===== src/rtl/lock_alarm_ctrl.sv =====
// Lock alarm controller: counts wrong-password events, enforces a timed lockout and requests auto-relock.
// Optional build macro LOCK_ALARM_BLINK_EN makes Alarm_led blink at half-tick rate during lockout.
module lock_alarm_ctrl #(
  parameter int TICK_DIV = 50000000,
  parameter int MAX_ERR  = 3,
  parameter int LOCK_SEC = 30,
  parameter int AUTO_SEC = 10
) (
  input  logic       Clk,
  input  logic       Rst,
  input  logic       Key_Done_Sig,
  input  logic       OPEN_sig,
  input  logic       ERROR_sig,
  input  logic       Close_sig,
  output logic       Key_Gated,
  output logic       Lock_out,
  output logic       Alarm_led,
  output logic [1:0] Err_cnt,
  output logic [7:0] Remain_sec,
  output logic       Relock_req,
  output logic [1:0] State_dbg
);

  typedef enum logic [1:0] {
    NORMAL  = 2'd0,
    OPENED  = 2'd1,
    LOCKOUT = 2'd2
  } state_t;

  localparam int            PW        = $clog2(TICK_DIV);
  localparam logic [PW-1:0] TICK_LAST = PW'(TICK_DIV - 1);
  localparam logic [1:0]    MAX_L     = 2'(MAX_ERR);
  localparam logic [7:0]    LOCK_L    = 8'(LOCK_SEC);
  localparam logic [7:0]    AUTO_L    = 8'(AUTO_SEC);

  // Assert is immediate, release is retimed to Clk through two flops.
  logic [1:0] rst_sync_q;
  logic       rst_int;

  always_ff @(posedge Clk or posedge Rst) begin
    if (Rst) rst_sync_q <= 2'b11;
    else     rst_sync_q <= {rst_sync_q[0], 1'b0};
  end
  assign rst_int = rst_sync_q[1];

  state_t        state_q, state_d;
  logic [PW-1:0] presc_q, presc_d;
  logic [1:0]    err_q, err_d;
  logic [7:0]    remain_q, remain_d;
  logic          relock_q, relock_d;
  logic          key_q, lock_q, alarm_q, alarm_d;
  logic          open_q, error_q, close_q;
  logic          open_rise_q, error_rise_q, close_rise_q;
  logic          tick;

  assign tick = (presc_q == TICK_LAST);

  always_comb begin
    state_d  = state_q;
    err_d    = err_q;
    remain_d = remain_q;
    relock_d = 1'b0;
    case (state_q)
      NORMAL: begin
        remain_d = 8'd0;
        if (open_rise_q) begin
          state_d  = OPENED;
          err_d    = 2'd0;
          remain_d = AUTO_L;
        end else if (error_rise_q) begin
          if (err_q + 2'd1 == MAX_L) begin
            state_d  = LOCKOUT;
            err_d    = 2'd0;
            remain_d = LOCK_L;
          end else begin
            err_d = err_q + 2'd1;
          end
        end
      end
      OPENED: begin
        if (close_rise_q) begin
          state_d  = NORMAL;
          remain_d = 8'd0;
        end else if (tick) begin
          if (remain_q <= 8'd1) begin
            state_d  = NORMAL;
            remain_d = 8'd0;
            relock_d = 1'b1;
          end else begin
            remain_d = remain_q - 8'd1;
          end
        end
      end
      LOCKOUT: begin
        if (tick) begin
          if (remain_q <= 8'd1) begin
            state_d  = NORMAL;
            remain_d = 8'd0;
          end else begin
            remain_d = remain_q - 8'd1;
          end
        end
      end
      default: begin
        state_d  = NORMAL;
        err_d    = 2'd0;
        remain_d = 8'd0;
      end
    endcase
    // Every state entry restarts the second boundary.
    presc_d = ((state_d != state_q) || tick) ? '0 : presc_q + 1'b1;
  end

`ifdef LOCK_ALARM_BLINK_EN
  localparam logic [PW-1:0] HALF_LAST = PW'(TICK_DIV / 2 - 1);

  always_comb begin
    alarm_d = 1'b0;
    if (state_d == LOCKOUT) begin
      if (state_q != LOCKOUT)                    alarm_d = 1'b1;
      else if ((presc_q == HALF_LAST) || tick)   alarm_d = ~alarm_q;
      else                                       alarm_d = alarm_q;
    end
  end
`else
  assign alarm_d = (state_d == LOCKOUT);
`endif

  always_ff @(posedge Clk or posedge rst_int) begin
    if (rst_int) begin
      state_q      <= NORMAL;
      presc_q      <= '0;
      err_q        <= 2'd0;
      remain_q     <= 8'd0;
      relock_q     <= 1'b0;
      key_q        <= 1'b0;
      lock_q       <= 1'b0;
      alarm_q      <= 1'b0;
      open_q       <= 1'b0;
      error_q      <= 1'b0;
      close_q      <= 1'b0;
      open_rise_q  <= 1'b0;
      error_rise_q <= 1'b0;
      close_rise_q <= 1'b0;
    end else begin
      state_q      <= state_d;
      presc_q      <= presc_d;
      err_q        <= err_d;
      remain_q     <= remain_d;
      relock_q     <= relock_d;
      key_q        <= Key_Done_Sig & (state_q != LOCKOUT);
      lock_q       <= (state_d == LOCKOUT);
      alarm_q      <= alarm_d;
      open_q       <= OPEN_sig;
      error_q      <= ERROR_sig;
      close_q      <= Close_sig;
      open_rise_q  <= OPEN_sig & ~open_q;
      error_rise_q <= ERROR_sig & ~error_q;
      close_rise_q <= Close_sig & ~close_q;
    end
  end

  assign Key_Gated  = key_q;
  assign Lock_out   = lock_q;
  assign Alarm_led  = alarm_q;
  assign Err_cnt    = err_q;
  assign Remain_sec = remain_q;
  assign Relock_req = relock_q;
  assign State_dbg  = state_q;

endmodule

===== config.mk =====
export PLATFORM = sky130hd
export DESIGN_NAME = lock_alarm_ctrl
export DESIGN_NICKNAME = d
export VERILOG_FILES = /design/src/rtl/lock_alarm_ctrl.sv
export SDC_FILE = /design/constraint.sdc
export NUM_CORES = 1
export LEC_CHECK = 0
export ABC_AREA = 1
export BUFFER_PORTS_ARGS = -buffer_cell sky130_fd_sc_hd__buf_4
export CAP_MARGIN = 20
export CORE_MARGIN = 3
export CORE_UTILIZATION = 53
export CTS_CLUSTER_DIAMETER = 80
export DETAILED_ROUTE_END_ITERATION = 8
export PLACE_DENSITY = 0.75
export SLEW_MARGIN = 20
export SYNTH_ARGS = -nofsm -noshare
export SYNTH_HDL_FRONTEND = slang
export SYNTH_SLANG_ARGS = --single-unit

===== constraint.sdc =====
create_clock -name Clk -period 1.5 [get_ports Clk]
set_input_delay 0.075 -clock Clk [delete_from_list [all_inputs] [get_ports Clk]]
set_output_delay 0.075 -clock Clk [all_outputs]
set_load 0.05 [all_outputs]

==> metrics <==
status=complete, but fails checks; failing checks=negative setup slack; first-pass GRT wire length=9.949 mm; clk_skew=approximately 13 ps; iteration count of the initial detailed-routing pass=4; MaxCap Viol Count=0; YS warnings=0; area leader, netlist=dfrtp_1; Top FF cell, synth=dfrtp_1; Vias per Instance=between 5 and 6; mux share of post-synthesis cell area=0%; final setup margin=-268.5 ps; FF-to-FF Start=Remain_sec[5]; Clk pin slew, worst setup/hold paths=~90 ps; Die Y=approximately 74 um; 1st-iter DRT viols=109; DRC Markers=0; syn nets=300; Setup-failing EPs final=37; worst vdd ir=between 0.0008 and 0.0009 V; cells after synthesis=287; Synth cell types=26; count leader, synth=nor2_1; hold_ws=236.2 ps; fmax=~570 MHz; worst skew pair latency=310 ps; Clock Root Buffer=clkbuf_8; top post-synthesis cells by count=54 x nor2_1, 48 x nand2_1, 47 x dfrtp_1; crit-path max FO=19; post-synthesis xor/xnor area fraction=7.496%; port buffer count=21; sequential share of the synthesized area=around 50%; IO Count=22; dpl cell area=about 3300 sq um; Hold Path Class=reg2async; share of the synthesized area in the top cell type=between 40% and 50%; Finished Cell Area=3707 sq um; Seq cells post-synth=slightly below 50; CTS H-tree lvls=2; antenna violations before repair=0; final hold violation count=0; layout cells sized above 1=between 40 and 50%; Starting Density=55.58%; CTS tree=yes; GRT Overall Usage=between 20% and 30%; simple-gate share of the synthesized area=roughly a quarter; DP HPWL=between 4 and 5 mm; post-synthesis adder-cell area fraction=3.570%; Worst setup SP type=flip-flop; Die Width=between 70 and 80 um; Synth Area per Inst=roughly 8.5 sq um; critical path required time=around 1700 ps; crit path from=Remain_sec[5]; final worst path period need=around 1800 ps; Post-synth EDFFs=0; Routed Antenna Nets=0; Arrival @ worst endpoint=roughly 2000 ps; vias in the first global route=2331; Synth-to-Final Area Change=51.10%; DR WL/cell=13.69 um; ys async rst share=100.0%; RSZ-0062 raised after global routing=yes; largest net degree at the start of global routing=33; clk buf depth=2; Worst setup EP type=flip-flop; Power Dens Cells=~1200 nW/um^2; fin nets=approximately 410; Die ar.=between 5000 and 6000 sq um; Crit Path Class=reg2reg; Final GP Congestion=slightly above 0.8; reg2reg path depth=10; final period utilization=117.9%; CTS Buf Count=5; ant diodes=0; area fraction in compound gates after synthesis=between 5 and 6%; routed via count=about 2300; Leak=~1.7 nW; FP Rows=24; main combinational cell family by area after synthesis=simple AND/OR/NAND/NOR gates; Sink Count=49; core area=approximately 4400 sq um; synth top area cells=dfrtp_1 48%, nor2_1 8.3%, nand2_1 7.3%; fillcell total=about 260; WL final=approximately 6.2 mm; mapped cell area=around 2500 sq um; final-report max-slew violation count=0; grt total ovfl=0
[registers in the layout (all words and copies together) (netlist names), 2 cells and up]
signal / flops
Err_cnt: 2
Remain_sec: 8
State_dbg: 2
presc_q: 26
rst_sync_q: 2
[area by class of cell]
type / count / area (sq um) / area share, %
multi-input cells: 196 / 1292 / 34.86
well taps: 52 / 65.06 / 1.755
repair buffers: 109 / 870.8 / 23.49
flip-flops and latches: 49 / 1237 / 33.38
inverters: 39 / 151.4 / 4.084
clock buffers: 8 / 90.09 / 2.430
[power breakdown]
part,switching [mW],internal (mW),total [mW]
logic,1.16,0.867,2.03
registers,0.0971,1.45,1.55
clock network,0.436,0.377,0.813
[repair_timing]
item                       4_1_cts  5_1_grt
pin swaps                        5        6
setup buffers                    4        5
hold buffers                     5        0
gates resized for setup         30       24
setup endpoints to repair       38       38
hold endpoints to repair         8        0
[stage by stage]
step	utilization, %	total power, mW	setup TNS [ps]	setup slack [ps]	std cells
after floorplan	-	2.670	-6216	-247.6	287
after global placement	75.20	3.263	-6924	-230.3	432
after detailed placement	75.20	3.316	-9323	-300.6	432
after CTS	81.18	4.252	-6430	-235.4	449
after global routing	83.99	4.620	-13030	-397.7	453
final	83.99	4.387	-8493	-268.5	453
[path summary, 6_finish.rpt]
path	to	slack (ps)
setup / recovery	presc_q[13]	-270
setup reg to reg	presc_q[13]	-270
hold reg to reg	Alarm_led	240
max in group asynchronous	Remain_sec[0]	760
min in group Clk	rst_sync_q[1]	370
hold / removal	Alarm_led	240
[cells in the final DEF (no fill, tap or decap), types with 4 or more instances in the layout]
| master | instances |
|---|---|
| nand4_1 | 4 |
| dfrtp_2 | 7 |
| nor2_4 | 7 |
| nor2_1 | 36 |
| inv_2 | 6 |
| nand2_1 | 37 |
| nand3_2 | 6 |
| dfrtp_1 | 40 |
| xnor2_1 | 6 |
| o21ai_1 | 5 |
| buf_6 | 4 |
| buf_4 | 98 |
| nor2_2 | 15 |
| dlygate4sd3_1 | 5 |
| clkbuf_8 | 6 |
| xor2_1 | 13 |
| inv_1 | 31 |
| nand3_1 | 12 |
| nand2_2 | 11 |
| ha_1 | 4 |
| a21oi_1 | 7 |
[kinds of logic after synthesis]
logic type	count (synthesis)
xor+xnor	21
buf+inv	42
fa+ha+maj	7
simple gates	143
compound gates	24
flops	49
other cells	1
[critical path, cell delays in order (launching register included)]
cell and delay [ps]:
dfrtp_2 410, nor2_1 210, nand3_1 120, nor2_2 210, nand3_4 110, nand2_2 80
nand2_2 70, nand3_2 90, nand4_4 120, buf_12 170, nor2_1 100
[metal layers]
metal  global-route usage [%]  share of wire, %  vias to the layer above
li1                         -                 -                     1126
met1                    27.98                41                     1114
met2                    43.60                54                       40
met3                    4.189               2.6                       11
met4                    7.445               1.7                        0
met5                        0                 0                        -
Power figures use the tool's default switching activity.
